--- config.mk ---
export PLATFORM = sky130hd
export DESIGN_NAME = lfsr_stats_flat
export DESIGN_NICKNAME = d
export VERILOG_FILES = /design/src/rtl/lfsr_pkg.sv /design/src/rtl/lfsr_stats_if.sv /design/src/rtl/lfsr_core.sv /design/src/rtl/lfsr_stats.sv /design/src/flat_wrapper.sv
export SDC_FILE = /design/constraint.sdc
export NUM_CORES = 1
export LEC_CHECK = 0
export ABC_AREA = 0
export CAP_MARGIN = 20
export CORE_MARGIN = 2
export CORE_UTILIZATION = 60
export DETAILED_ROUTE_END_ITERATION = 16
export PLACE_DENSITY = 0.83
export RECOVER_POWER = 25
export SYNTH_ARGS = -nofsm -noshare
export SYNTH_HDL_FRONTEND = slang
export SYNTH_SLANG_ARGS = --single-unit
export TNS_END_PERCENT = 50
--- constraint.sdc ---
create_clock -name clk -period 3.8 [get_ports clk]
set_input_delay 0.57 -clock clk [delete_from_list [all_inputs] [get_ports clk]]
set_output_delay 0.57 -clock clk [all_outputs]
set_load 0.05 [all_outputs]
--- src/rtl/lfsr_pkg.sv ---
// lfsr_pkg: maximal-length tap masks and the lockup-value helper shared by
// lfsr_core and lfsr_stats.
package lfsr_pkg;

   localparam int MIN_W = 3;
   localparam int MAX_W = 32;

   // Bit n-1 set for tap n; these sequences are maximal length for XNOR feedback.
   localparam logic [31:0] MAXLEN_TAPS [MIN_W:MAX_W] = '{
      32'h0000_0006, 32'h0000_000C, 32'h0000_0014, 32'h0000_0030, // 3..6
      32'h0000_0060, 32'h0000_00B8, 32'h0000_0110, 32'h0000_0240, // 7..10
      32'h0000_0500, 32'h0000_0829, 32'h0000_100D, 32'h0000_2015, // 11..14
      32'h0000_6000, 32'h0000_D008, 32'h0001_2000, 32'h0002_0400, // 15..18
      32'h0004_0023, 32'h0009_0000, 32'h0014_0000, 32'h0030_0000, // 19..22
      32'h0042_0000, 32'h00E1_0000, 32'h0120_0000, 32'h0200_0023, // 23..26
      32'h0400_0013, 32'h0900_0000, 32'h1400_0000, 32'h2000_0029, // 27..30
      32'h4800_0000, 32'h8020_0003                                // 31..32
   };

   // All-ones of width w: the state an XNOR LFSR can never leave.
   function automatic logic [31:0] lockup_val(input int w);
      return 32'hFFFF_FFFF >> (MAX_W - w);
   endfunction

endpackage

--- src/rtl/lfsr_stats_if.sv ---
// lfsr_stats_if: control and statistics bus of lfsr_stats.
interface lfsr_stats_if #(
   parameter int WIDTH = 16,
   parameter int CNT_W = 16
);
   logic             en;
   logic             load;
   logic [WIDTH-1:0] load_value;
   logic             clear_stats;
   logic             lfsr_out;
   logic [WIDTH-1:0] lfsr_state;
   logic             max_tick;
   logic [CNT_W-1:0] num_ones;
   logic [CNT_W-1:0] num_zeroes;
   logic [CNT_W-1:0] period_len;
   logic             load_err;

   modport master (
      output en, load, load_value, clear_stats,
      input  lfsr_out, lfsr_state, max_tick, num_ones, num_zeroes, period_len, load_err
   );

   modport slave (
      input  en, load, load_value, clear_stats,
      output lfsr_out, lfsr_state, max_tick, num_ones, num_zeroes, period_len, load_err
   );
endinterface

--- src/rtl/lfsr_core.sv ---
// lfsr_core: XNOR Fibonacci LFSR state register with load, active seed and
// lockup guard. Load has priority over stepping.
module lfsr_core
   import lfsr_pkg::*;
#(
   parameter int               WIDTH = 16,
   parameter logic [WIDTH-1:0] TAPS  = 16'hD008,
   parameter logic [WIDTH-1:0] SEED  = 16'hB4F3
) (
   input  logic             i_clk,
   input  logic             i_rst_n,
   input  logic             i_en,
   input  logic             i_load,
   input  logic [WIDTH-1:0] i_load_value,
   output logic [WIDTH-1:0] o_state,
   output logic [WIDTH-1:0] o_next,
   output logic [WIDTH-1:0] o_seed,
   output logic             o_load_acc,
   output logic             o_load_rej
);
   localparam logic [31:0]      LOCKUP32 = lockup_val(WIDTH);
   localparam logic [WIDTH-1:0] LOCKUP   = LOCKUP32[WIDTH-1:0];

   logic [WIDTH-1:0] r_state;
   logic [WIDTH-1:0] r_seed;
   logic             w_fb;
   logic [WIDTH-1:0] w_next;

   assign w_fb       = ~^(r_state & TAPS);
   assign w_next     = {r_state[WIDTH-2:0], w_fb};
   assign o_load_acc = i_load & (i_load_value != LOCKUP);
   assign o_load_rej = i_load & (i_load_value == LOCKUP);

   // State/seed update: accepted load, else step (never into lockup); a rejected load just holds.
   always_ff @(posedge i_clk or negedge i_rst_n) begin
      if (!i_rst_n) begin
         r_state <= SEED;
         r_seed  <= SEED;
      end else if (o_load_acc) begin
         r_state <= i_load_value;
         r_seed  <= i_load_value;
      end else if (i_en && !i_load && (w_next != LOCKUP)) begin
         r_state <= w_next;
      end
   end

   assign o_state = r_state;
   assign o_next  = w_next;
   assign o_seed  = r_seed;
endmodule

--- src/rtl/lfsr_stats.sv ---
// lfsr_stats: LFSR plus per-period statistics (ones, zeroes, length) that are
// snapshotted and flagged with max_tick whenever the sequence returns to its seed.
module lfsr_stats
   import lfsr_pkg::*;
#(
   parameter int               WIDTH = 16,
   parameter logic [WIDTH-1:0] TAPS  = 16'hD008,
   parameter logic [WIDTH-1:0] SEED  = 16'hB4F3,
   parameter int               CNT_W = 16
) (
   input logic         clk,
   input logic         reset_n,
   lfsr_stats_if.slave bus
);
   localparam logic [CNT_W-1:0] CNT_MAX = '1;
   localparam logic [CNT_W-1:0] CNT_ONE = {{(CNT_W-1){1'b0}}, 1'b1};

   logic [WIDTH-1:0] w_state, w_next, w_seed;
   logic             w_load_acc, w_load_rej, w_step, w_wrap, w_msb;
   logic [CNT_W-1:0] r_ones, r_zeroes, r_steps;
   logic [CNT_W-1:0] w_ones_n, w_zeroes_n, w_steps_n;
   logic [CNT_W-1:0] r_num_ones, r_num_zeroes, r_period_len;
   logic             r_max_tick, r_load_err;

   function automatic logic [CNT_W-1:0] sat_inc(input logic [CNT_W-1:0] v);
      return (v == CNT_MAX) ? v : v + CNT_ONE;
   endfunction

   lfsr_core #(.WIDTH(WIDTH), .TAPS(TAPS), .SEED(SEED)) u_core (
      .i_clk        (clk),
      .i_rst_n      (reset_n),
      .i_en         (bus.en),
      .i_load       (bus.load),
      .i_load_value (bus.load_value),
      .o_state      (w_state),
      .o_next       (w_next),
      .o_seed       (w_seed),
      .o_load_acc   (w_load_acc),
      .o_load_rej   (w_load_rej)
   );

   // A load cycle (accepted or not) never steps or counts.
   assign w_step     = bus.en & ~bus.load;
   assign w_msb      = w_state[WIDTH-1];
   assign w_wrap     = w_step & (w_next == w_seed);
   assign w_ones_n   = w_msb ? sat_inc(r_ones) : r_ones;
   assign w_zeroes_n = w_msb ? r_zeroes : sat_inc(r_zeroes);
   assign w_steps_n  = sat_inc(r_steps);

   // Running counters, period snapshot on wrap, max_tick pulse and sticky load error.
   always_ff @(posedge clk or negedge reset_n) begin
      if (!reset_n) begin
         r_ones       <= '0;
         r_zeroes     <= '0;
         r_steps      <= '0;
         r_num_ones   <= '0;
         r_num_zeroes <= '0;
         r_period_len <= '0;
         r_max_tick   <= 1'b0;
         r_load_err   <= 1'b0;
      end else begin
         r_max_tick <= w_wrap;
         r_load_err <= r_load_err | w_load_rej;
         if (w_load_acc) begin
            r_ones   <= '0;
            r_zeroes <= '0;
            r_steps  <= '0;
         end else if (w_step) begin
            if (w_wrap) begin
               r_num_ones   <= w_ones_n;
               r_num_zeroes <= w_zeroes_n;
               r_period_len <= w_steps_n;
            end
            if (w_wrap || bus.clear_stats) begin
               r_ones   <= '0;
               r_zeroes <= '0;
               r_steps  <= '0;
            end else begin
               r_ones   <= w_ones_n;
               r_zeroes <= w_zeroes_n;
               r_steps  <= w_steps_n;
            end
         end else if (bus.clear_stats) begin
            r_ones   <= '0;
            r_zeroes <= '0;
            r_steps  <= '0;
         end
      end
   end

   assign bus.lfsr_out   = w_msb;
   assign bus.lfsr_state = w_state;
   assign bus.max_tick   = r_max_tick;
   assign bus.num_ones   = r_num_ones;
   assign bus.num_zeroes = r_num_zeroes;
   assign bus.period_len = r_period_len;
   assign bus.load_err   = r_load_err;
endmodule

--- src/flat_wrapper.sv ---
// flat-port wrapper written by rule: the top's interface ports become plain ports
module lfsr_stats_flat import lfsr_pkg::*;
#(
   parameter int               WIDTH = 16,
   parameter logic [WIDTH-1:0] TAPS  = 16'hD008,
   parameter logic [WIDTH-1:0] SEED  = 16'hB4F3,
   parameter int               CNT_W = 16
)
  (clk, reset_n, bus_en, bus_load, bus_load_value, bus_clear_stats, bus_lfsr_out, bus_lfsr_state, bus_max_tick, bus_num_ones, bus_num_zeroes, bus_period_len, bus_load_err);
  lfsr_stats_if #(.WIDTH(WIDTH), .CNT_W(CNT_W)) bus_i ();
  input logic clk;
  input logic reset_n;
  input wire logic [$bits(bus_i.en)-1:0] bus_en;
  input wire logic [$bits(bus_i.load)-1:0] bus_load;
  input wire logic [$bits(bus_i.load_value)-1:0] bus_load_value;
  input wire logic [$bits(bus_i.clear_stats)-1:0] bus_clear_stats;
  output wire logic [$bits(bus_i.lfsr_out)-1:0] bus_lfsr_out;
  output wire logic [$bits(bus_i.lfsr_state)-1:0] bus_lfsr_state;
  output wire logic [$bits(bus_i.max_tick)-1:0] bus_max_tick;
  output wire logic [$bits(bus_i.num_ones)-1:0] bus_num_ones;
  output wire logic [$bits(bus_i.num_zeroes)-1:0] bus_num_zeroes;
  output wire logic [$bits(bus_i.period_len)-1:0] bus_period_len;
  output wire logic [$bits(bus_i.load_err)-1:0] bus_load_err;
  assign bus_i.en = bus_en;
  assign bus_i.load = bus_load;
  assign bus_i.load_value = bus_load_value;
  assign bus_i.clear_stats = bus_clear_stats;
  assign bus_lfsr_out = bus_i.lfsr_out;
  assign bus_lfsr_state = bus_i.lfsr_state;
  assign bus_max_tick = bus_i.max_tick;
  assign bus_num_ones = bus_i.num_ones;
  assign bus_num_zeroes = bus_i.num_zeroes;
  assign bus_period_len = bus_i.period_len;
  assign bus_load_err = bus_i.load_err;
  lfsr_stats #(.WIDTH(WIDTH), .TAPS(TAPS), .SEED(SEED), .CNT_W(CNT_W)) u_core (.clk(clk), .reset_n(reset_n), .bus(bus_i));
endmodule
==> impl.org <==
** Run status
- The flow ran to the end, but the final reports show violations.
- The checks that failed: max-capacitance violations, max-slew violations.

** Pwr
- Combinational fraction of design power :: a little over an eighth
- Net switching is 25.8% of the power.
- Of the total power, the clock network draws between 40 and 50%.
- The analysis attributes to cell leakage a power of 3.40 nW.
- Internal power contribution :: 2.66 mW
- Sequential share of power :: 42.7%
- Summed over all nets, the switching power comes to 0.926 mW.
- PD cells :: 434 nW/um2
- VDD sags by at most around 280 uV.

** STA
- Final Max Slew Viols :: 65
- Setup violations remaining at the end of the flow were counted as 0.
- Post-route fraction of the period consumed by the critical path :: between 70% and 80%
- Slew Limit Headroom :: -10.4%
- The final hold violation count is 0.
- Min cycle time layout :: 2.69 ns
- In the final timing run, aggregate negative setup slack is 0 ns.
- For the pin with the worst max-slew slack, the measured transition is between 1.5 and 2 ns.
- Final WS setup :: between 1 and 1.5 ns
- Max Fclk :: between 0.3 and 0.4 GHz
- Setup repair after global routing left no endpoint under its margin.
- Layout Skew :: 0.00506 ns

** Global route
- Summed over all layers, the global routing overflow is 0.
- The number of global-route vias before repair came to approximately 5600.
- The number of antenna violations at the first check in global routing came to 0.
- Global routing used 27.7% of the available tracks across all layers.
- The first global-routing pass estimated between 20000 and 30000 um of wire.
- Pin count of the biggest net entering global routing :: 86

** Worst setup path
- Along the worst path, the maximum fanout reaches 33.
- The setup path with the least slack is of type register to register.
- WP data arrival :: 2.99 ns
- The worst setup path is launched from a register.
- Capturing element type of the critical path :: register
- Measured in cells, the most critical reg-to-reg path has a length of 7.
- Data on the critical path is required at its endpoint by 4.10 ns.

** CTS
- Library cell used as clock root buffer :: sky130_fd_sc_hd__clkbuf_16
- The H-tree was split into 4 levels.
- TritonCTS built the clock tree.
- Buffers added to address setup during post-CTS repair amount to 0.
- At the later pin of the worst-skew pair, clock insertion delay measures about 0.42 ns.
- CTS buffer count :: 17
- The clock passes through at most 2 buffers.
- Post-CTS repair changed the size of 0 cells.
- Clock-pin slew was measured on the worst setup and hold paths at approximately 0.05 ns.
- Quantity of hold-fixing buffers added after cts :: 0
- The clock drives 130 sinks.

** Yosys
- Summing the areas of all fa, ha and maj instances in the mapped netlist gives less than 1% of the synthesized area.
- Cell types occupying the most area after synthesis :: sky130_fd_sc_hd__dfrtp_1 41%, sky130_fd_sc_hd__dfstp_2 7.8%, sky130_fd_sc_hd__nand2_1 4.9%
- Total number of yosys warnings :: 0
- Most used standard cells in the synthesized netlist :: 110 x sky130_fd_sc_hd__dfrtp_1, 89 x sky130_fd_sc_hd__nand2_1, 61 x sky130_fd_sc_hd__o21ai_0, 32 x sky130_fd_sc_hd__o21ai_1, 31 x sky130_fd_sc_hd__nor2_1
- Complex-gate fraction of the synthesized area :: between 15 and 20%
- The synthesized netlist devotes roughly 7% of its cell area to XOR and XNOR gates.
- Mapped Nets :: around 720
- Cell variety after synth :: 60
- Cell type with the highest aggregate area in the netlist :: sky130_fd_sc_hd__dfrtp_1
- Largest family of logic cells by synthesized area :: simple AND/OR/NAND/NOR gates
- Proportion of synthesized flip-flops having asynchronous set or reset :: 100%
- Top-area cell type share of the netlist area :: ~40%
- Share of synthesized cell area in and, or, nand and nor gates :: roughly 18%
- Most instantiated flip-flop cell in the synthesis netlist :: sky130_fd_sc_hd__dfrtp_1
- For this run, the register share of the synthesized area comes to about half.
- After technology mapping, the gate count stands at 693.
- Summing every instance area after synthesis gives a little under 7000 um2.
- Mux share of post-synthesis cell area :: under 10%
- In this run, synthesis produced a sequential element count of 130.
- Each instance of the synthesized netlist takes up on average between 9 and 10 um2.
- Yosys instantiated no cell more often than sky130_fd_sc_hd__dfrtp_1.
- Number of enable flip-flop cells after synthesis :: 0

** Floorplan
- Die height :: roughly 110 um
- The floorplan step defined a die boundary enclosing around 12000 um2.
- The die is 110 um wide.
- Num ports :: between 80 and 90
- Cell row count :: 38
- Area of the core :: between 10000 and 15000 um2
- The initial utilization of the core area, before any placement, comes to between 60% and 70%.

** Cells and area
- Compared with the post-synthesis result, the final layout area differs by 22.1%.
- Summing all non-filler instances in the final layout gives an area of 8270 um2.
- Cells with a size suffix above 1 make up approximately 13% of the layout.
- Final net count :: 797
- The number of antenna diodes in the final layout is 0.

** Placement
- At the end of routability-driven placement, the weighted congestion stood at approximately 0.85.
- Detail Placement HPWL :: about 11000 um
- Placed instance area :: 7700 um2
- At the placement stage, the worst setup path has a slack of around 0.77 ns.
- Total of buffers placed on input and output ports :: 87

** Routing
- Avg WL per Cell :: ~17 um
- In this run, the number of DRC markers left after iteration 0 of detailed routing was around 390.
- Vias per Instance :: 6.02
- Final Routed Wirelength :: roughly 16000 um
- Remaining number of nets flagged by the antenna check after routing :: 0
- In the routed design, unresolved DRC markers number 0.
- The detailed router placed 5565 vias in this run.
- The first TritonRoute pass finished after 7 iterations.

** Hold path
- Min-delay worst type :: register to register
- Counting instances, the worst hold path has a depth of 1.

** Flow run
- Number of maximum-capacitance constraint violations :: 1
logic make-up (layout without fill, tap and decap cells):
group / Yosys count / in the layout
compound gates: 172 / 172
xor+xnor: 53 / 53
fa+ha+maj: 3 / 3
buf+inv: 55 / 147
flops: 130 / 130
mux: 38 / 38
simple gates: 242 / 242
worst max-delay path, stage by stage (launching register included):
cell,delay (ns)
sky130_fd_sc_hd__dfstp_2,0.58
sky130_fd_sc_hd__xor2_1,0.12
sky130_fd_sc_hd__nor4_1,0.39
sky130_fd_sc_hd__nand4_1,0.28
sky130_fd_sc_hd__o21ai_4,0.56
sky130_fd_sc_hd__buf_12,0.26
sky130_fd_sc_hd__o21ai_1,0.10
sky130_fd_sc_hd__a32o_1,0.27
per-layer routing:
layer	global-route usage (%)	vias to the layer above	wire length [um]
li1	-	2617	-
met1	33.6	2690	6490
met2	45.4	211	7570
met3	6.88	47	878
met4	15.4	0	561
met5	0	-	0
power by group through the flow:
stage | combinational [mW] | clock (mW) | sequential [mW]
final | 0.476 | 1.58 | 1.53
after global placement | 0.462 | 0 | 1.55
after floorplan | 0.214 | 0 | 1.63
after CTS | 0.477 | 1.60 | 1.53
after detailed placement | 0.474 | 0 | 1.55
after global routing | 0.509 | 1.66 | 1.54
final timing paths:
check                           slack, ns                     end                       from
min in group asynchronous            0.56  u_core.bus.num_ones[0]                    reset_n
worst min register to register       0.48     u_core.bus.load_err        u_core.bus.load_err
worst min-delay path                 0.48     u_core.bus.load_err        u_core.bus.load_err
worst max register to register       1.11        u_core.r_ones[1]  u_core.u_core.o_state[13]
worst max-delay path                 1.11        u_core.r_ones[1]  u_core.u_core.o_state[13]
max in group asynchronous            2.16       u_core.r_ones[13]                    reset_n
cell type report:
type	count	area (um2)
inverter	21	78.8
fill	754	2660
timing repair buffer	95	951
multi-input combinational	508	3220
clock buffer	26	499
sequential	130	3280
tap	140	175
clock inverter	5	75.1
metrics by stage:
step           util [%]  instances  hold slack, ns  power, mW
5_1_grt            75.7        925           0.497       3.71
4_1_cts            75.7        925           0.277       3.61
3_3_place_gp       70.4        894           0.448       2.01
2_1_floorplan         -        693           0.274       1.84
3_5_place_dp       70.4        894           0.460       2.02
6_report           75.7        925           0.476       3.59
sequential cells by signal (all words and copies together) (netlist names), 16 cells and up:
register,count
u_core.bus.num_ones,16
u_core.bus.num_zeroes,16
u_core.bus.period_len,16
u_core.r_ones,16
u_core.r_steps,16
u_core.r_zeroes,16
u_core.u_core.o_seed,16
u_core.u_core.o_state,16
layout by cell type, fill, tap and decap left out, types with 3 or more instances in the layout:
cell | Yosys | routed
sky130_fd_sc_hd__a21oi_1 | 28 | 28
sky130_fd_sc_hd__clkbuf_1 | 7 | 5
sky130_fd_sc_hd__clkbuf_8 | 0 | 4
sky130_fd_sc_hd__a32o_1 | 3 | 3
sky130_fd_sc_hd__a31oi_1 | 7 | 7
sky130_fd_sc_hd__nand3_1 | 23 | 23
sky130_fd_sc_hd__xnor2_1 | 30 | 30
sky130_fd_sc_hd__inv_1 | 21 | 21
sky130_fd_sc_hd__clkbuf_16 | 0 | 17
sky130_fd_sc_hd__nand3b_1 | 5 | 5
sky130_fd_sc_hd__clkinv_2 | 0 | 3
sky130_fd_sc_hd__nand4_1 | 16 | 16
sky130_fd_sc_hd__o2bb2ai_1 | 5 | 5
sky130_fd_sc_hd__and3_1 | 9 | 9
sky130_fd_sc_hd__or3_1 | 18 | 18
sky130_fd_sc_hd__dfstp_2 | 20 | 20
sky130_fd_sc_hd__nor2_1 | 31 | 31
sky130_fd_sc_hd__clkdlybuf4s50_1 | 0 | 86
sky130_fd_sc_hd__dfrtp_1 | 110 | 110
sky130_fd_sc_hd__mux2_2 | 16 | 16
sky130_fd_sc_hd__nor3b_1 | 3 | 3
sky130_fd_sc_hd__mux2i_1 | 20 | 20
sky130_fd_sc_hd__xor2_1 | 20 | 20
sky130_fd_sc_hd__o21ai_0 | 61 | 61
sky130_fd_sc_hd__o21ai_2 | 8 | 8
sky130_fd_sc_hd__ha_1 | 3 | 3
sky130_fd_sc_hd__a21o_1 | 13 | 13
sky130_fd_sc_hd__o21ai_1 | 32 | 32
sky130_fd_sc_hd__xnor2_2 | 3 | 3
sky130_fd_sc_hd__buf_4 | 6 | 6
sky130_fd_sc_hd__nand2_1 | 89 | 89
sky130_fd_sc_hd__nor3_1 | 10 | 10
sky130_fd_sc_hd__nor4_1 | 15 | 15
Note: power is estimated with default switching activity, not from simulation.
==> variant 1 (same flow settings) <==
`CNT_W` is set to 16 in 3 places; all go to 32.
--- a/src/rtl/lfsr_stats_if.sv
+++ b/src/rtl/lfsr_stats_if.sv
@@ -2,5 +2,5 @@
 interface lfsr_stats_if #(
    parameter int WIDTH = 16,
-   parameter int CNT_W = 16
+   parameter int CNT_W = 32
 );
    logic             en;
--- a/src/rtl/lfsr_stats.sv
+++ b/src/rtl/lfsr_stats.sv
@@ -7,5 +7,5 @@
    parameter logic [WIDTH-1:0] TAPS  = 16'hD008,
    parameter logic [WIDTH-1:0] SEED  = 16'hB4F3,
-   parameter int               CNT_W = 16
+   parameter int               CNT_W = 32
 ) (
    input logic         clk,
--- a/src/flat_wrapper.sv
+++ b/src/flat_wrapper.sv
@@ -5,5 +5,5 @@
    parameter logic [WIDTH-1:0] TAPS  = 16'hD008,
    parameter logic [WIDTH-1:0] SEED  = 16'hB4F3,
-   parameter int               CNT_W = 16
+   parameter int               CNT_W = 32
 )
   (clk, reset_n, bus_en, bus_load, bus_load_value, bus_clear_stats, bus_lfsr_out, bus_lfsr_state, bus_max_tick, bus_num_ones, bus_num_zeroes, bus_period_len, bus_load_err);
Ports: changed (resized bus_num_ones, bus_num_zeroes and bus_period_len); port bits go from 88 to 136. The function was not compared with the original's and may differ.
==> variant 1 against the original RTL <==
- the flow still finishes with violations (capacitance limit, slew limit)
- sequential share of layout area up 0.99 points
- wire length up 79%
- setup slack worse by 180 ps
- power up 52%
- worst hold slack worse by 8.1 ps
- design area up 69%
- count of clock-buffer cells in the layout up 3
- sequential cell count up 96
- highest routed layer unchanged
- global-route usage down 1.0 points
- area after synthesis up 73%
==> variant 1: results (changes against the original RTL) <==
* Largest net degree at the start of global routing at 128 (+49%)
* Per-cell routed wire length at 17.3 um (+2.9%)
* Initial DRT Pass Iterations at 8 (+1)
* Mean area per synthesized cell at 9.47 um2 (-3.1%)
* Initial Utilization at 60.7% (-1.3 points)
* Number of design-rule violations left by the first detailed-router iteration at 840 (+110%)
* Worst voltage drop across the vdd grid at 530 uV (+92%)
* Complex-gate fraction of the synthesized area at 15.8% (+0.56 points)
* Cell variety after synth at 65 (+8.3%)
* Dominant cells by area after synthesis: sky130_fd_sc_hd__dfrtp_1 44%, sky130_fd_sc_hd__a21oi_1 6.5%, sky130_fd_sc_hd__xnor2_1 5.1%
* Register-to-register path setup slack at 940 ps (-180 ps)
* Startpoint of the most critical register-to-register path: u_core.u_core.o_state[15]$_DFFE_PN1P_
* Post-placement cell area at 13,200 um2 (+71%)
* Final HPWL from detailed placement at 17,900 um (+70%)
* Final Max Slew Viols at 102 (+57%)
* LEAKAGE at 0.00562 uW (+65%)
* Cell class contributing the biggest share of worst-path delay: simple AND/OR/NAND/NOR gates
* Multiplexer fraction of the synthesized cell area at 2.50% (-3.6 points)
* Destination of the worst register-to-register timing path: u_core.r_ones[21]$_DFFE_PN0P_
* Outcome: complete, but fails checks
* Wire length of the first global-routing pass at 45,100 um (+74%)
* NumNets Final at 1,352 (+70%)
* Post-Synthesis Net Count at 1,259 (+76%)
* Most common library cells after synthesis: 206 x sky130_fd_sc_hd__dfrtp_1, 151 x sky130_fd_sc_hd__a21oi_1, 119 x sky130_fd_sc_hd__nor2_1, 110 x sky130_fd_sc_hd__nand2_1, 71 x sky130_fd_sc_hd__a31oi_1
* Via count of the first global-routing pass at 9,041 (+63%)
* Tot GR Track Use at 26.7% (-1.0 points)
* Fill cell instance count of the final layout at 1,411 (+87%)
* Total CTS buffers at 23 (+6)
* Timing-limited maximum frequency at 349 MHz (-6.2%)
* Critical path fanouts, max at 15 (-55%)
* Depth of the worst register-to-register path at 6 (-1)
* Via Count at 9,792 (+76%)
* Critical path data arrival time at 3210 ps (+220 ps)
* Switching power at 1330 uW (+44%)
* Worst Hold Margin at 468 ps (-8.08 ps)
* Post-Route WL at 27,800 um (+79%)
* Violations in the final reports: capacitance limit, slew limit
* Core Util, Final at 72.6% (-3.1 points)
* Placer congestion estimate at 0.861 (+1.6%)
* Total of max-cap violations at 1 (unchanged)
* Deepest level of the CTS H-tree at 1 (-3)
* Final Skew at 8.27 ps (+3.21 ps)
* Adder-cell share of the synthesized area at 0.321% (-0.23 points)
* Worst slack, placed at 703 ps (-63.5 ps)
[variant 1: cells by family after synthesis]
logic type,count (synthesis)
AND/OR/NAND/NOR,455
buffers and inverters,105
multiplexers,27
XOR/XNOR,109
flip-flops,226
adder cells (fa/ha/maj),3
AO/OA/AOI/OAI,310
[variant 1: per-layer routing]
layer	GRT usage, %	part of all wire, %	vias to the layer above
li1	-	-	4627
met1	37.7	44	4770
met2	42.7	48	335
met3	4.20	5.9	60
met4	8.36	2.5	0
met5	0	0	-
[variant 1: area by class of cell]
cell class	instances	area share, %
inverters	20	0.573
repair buffers	153	10.9
well taps	265	2.37
flip-flops and latches	226	40.6
clock buffers	29	4.63
clock inverters	12	1.26
multi-input cells	904	39.6
[variant 1: power by group through the flow]
stage | Sequential [uW] | Clock [uW] | Combinational (uW)
after floorplan | 2660 | 0 | 208
after CTS | 2550 | 2470 | 464
after global placement | 2590 | 0 | 452
after global routing | 2560 | 2570 | 499
final | 2560 | 2440 | 461
after detailed placement | 2590 | 0 | 462
==> variant 2 (same flow settings) <==
Made on the original files. Make the reset (`i_rst_n` and `reset_n`) synchronous in 2 clocked blocks.
--- a/src/rtl/lfsr_core.sv
+++ b/src/rtl/lfsr_core.sv
@@ -33,5 +33,5 @@
 
    // State/seed update: accepted load, else step (never into lockup); a rejected load just holds.
-   always_ff @(posedge i_clk or negedge i_rst_n) begin
+   always_ff @(posedge i_clk) begin
       if (!i_rst_n) begin
          r_state <= SEED;
--- a/src/rtl/lfsr_stats.sv
+++ b/src/rtl/lfsr_stats.sv
@@ -49,5 +49,5 @@
 
    // Running counters, period snapshot on wrap, max_tick pulse and sticky load error.
-   always_ff @(posedge clk or negedge reset_n) begin
+   always_ff @(posedge clk) begin
       if (!reset_n) begin
          r_ones       <= '0;
Behaviour: differs if reset_n is asserted again (counterexample within 4 cycles, from zero or initial values and one cycle with reset_n low); with reset_n held inactive, the same outputs for 4 cycles.
==> variant 2 against the original RTL <==
- sequential share of layout area is 7.0 points lower
- clock skew is 2.8 ps higher
- sequential power is 8% lower
- wire length is 18% higher
- count of clock-buffer cells in the layout is 8 lower
- die area is 3.5% lower
- setup slack worse by 110 ps
- sequential cell count stayed put
- area after synthesis is 3.6% lower
- fmax is 3.8% lower
- power is 6.7% lower
- design area is 3.7% lower
- highest routed layer unchanged
==> variant 2: results (changes against the original RTL) <==
* Final Skew at 7.84 ps (+2.78 ps)
* LEAKAGE at 0.00271 uW (-20%)
* Largest stage delay on the critical path at 830 ps (+250 ps)
* Register-to-register path setup slack at 1010 ps (-110 ps)
* Adder-cell share of the synthesized area at 0.575% (+0.021 points)
* Depth of the worst register-to-register path at 6 (-1)
* Via density per instance at 6.30 (+4.8%)
* Fill cell instance count of the final layout at 843 (+12%)
* Final HPWL from detailed placement at 12,500 um (+18%)
* Hold path endpoint: u_core.bus.period_len[9]$_SDFFE_PN0P_
* Timing-limited maximum frequency at 358 MHz (-3.8%)
* Worst Hold Depth at 2 (+1)
* Critical path data arrival time at 3240 ps (+250 ps)
* Critical path fanouts, max at 23 (-30%)
* Post-Synthesis Net Count at 798 (+11%)
* Slew of the pin with the lowest slew margin at 975 ps (-680 ps)
* Total CTS buffers at 17 (unchanged)
* Clock group total power at 1670 uW (+6%)
* Wire length of the first global-routing pass at 29,200 um (+13%)
* Worst setup path startpoint: u_core.u_core.o_state[14]$_SDFFE_PN0P_
* Multiplexer fraction of the synthesized cell area at 1.88% (-4.2 points)
* Cell variety after synth at 73 (+22%)
* Destination of the worst register-to-register timing path: u_core.r_ones[8]$_SDFFE_PP0P_
* Worst voltage drop across the vdd grid at 243 uV (-12%)
* Complex-gate fraction of the synthesized area at 21.0% (+5.8 points)
* Outcome: complete, no violations
* Worst slack, placed at 686 ps (-81.3 ps)
* Dominant cells by area after synthesis: sky130_fd_sc_hd__dfxtp_1 40%, sky130_fd_sc_hd__nand2_1 5.1%, sky130_fd_sc_hd__nor2_1 4.7%
* Initial antenna violation count at 0 (unchanged)
* Via count of the first global-routing pass at 5,989 (+7.8%)
* Number of design-rule violations left by the first detailed-router iteration at 494 (+26%)
* Seq/Total Area, Yosys at 39.9% (-8.5 points)
* Tot GR Track Use at 32.0% (+4.3 points)
* Prevailing post-synth register cell: sky130_fd_sc_hd__dfxtp_1
* Largest net degree at the start of global routing at 53 (-38%)
* Most common library cells after synthesis: 130 x sky130_fd_sc_hd__dfxtp_1, 89 x sky130_fd_sc_hd__nand2_1, 82 x sky130_fd_sc_hd__nor2_1, 45 x sky130_fd_sc_hd__a21oi_1, 45 x sky130_fd_sc_hd__o21ai_0
* Post-synthesis xor/xnor area fraction at 6.52% (-0.67 points)
* Root cell of the clock tree: sky130_fd_sc_hd__clkbuf_8
* Master of the slowest instance on the critical path: sky130_fd_sc_hd__or2_1
* Cell class contributing the biggest share of worst-path delay: simple AND/OR/NAND/NOR gates
* Initial DRT Pass Iterations at 5 (-2)
* Combinational power share at 7.9% (-5.4 points)
* Per-cell routed wire length at 18.4 um (+9.5%)
* Post-synth ARST share at 0% (-100 points)
* Later-pin clock latency in the skew report at 530 ps (+110 ps)
==> variant 2: final cells by class <==
class                      instances  area (um2)  area share [%]
antenna                            1        2.50          0.0314
inverter                           6        22.5           0.283
multi-input combinational        581        3560            44.7
clock inverter                    14         179            2.25
tap                              140         175            2.20
clock buffer                      18         428            5.37
sequential                       130        2600            32.7
timing repair buffer             104         995            12.5
==> variant 2: routing by layer <==
metal	wire length [um]	GRT usage [%]	share of wire [%]	vias to the layer above
li1	-	-	-	2947
met3	1330	6.75	7.3	36
met1	8030	42.1	44	2986
met4	357	14.7	2.0	0
met5	0	0	0	-
met2	8530	50.5	47	298
==> variant 2: stage by stage <==
stage / cells / total power (uW) / hold slack, ps
floorplan: 774 / 1610 / 448
CTS: 993 / 3340 / 461
detailed placement: 961 / 1700 / 453
global route: 993 / 3440 / 481
finish: 994 / 3350 / 459
global placement: 961 / 1700 / 443
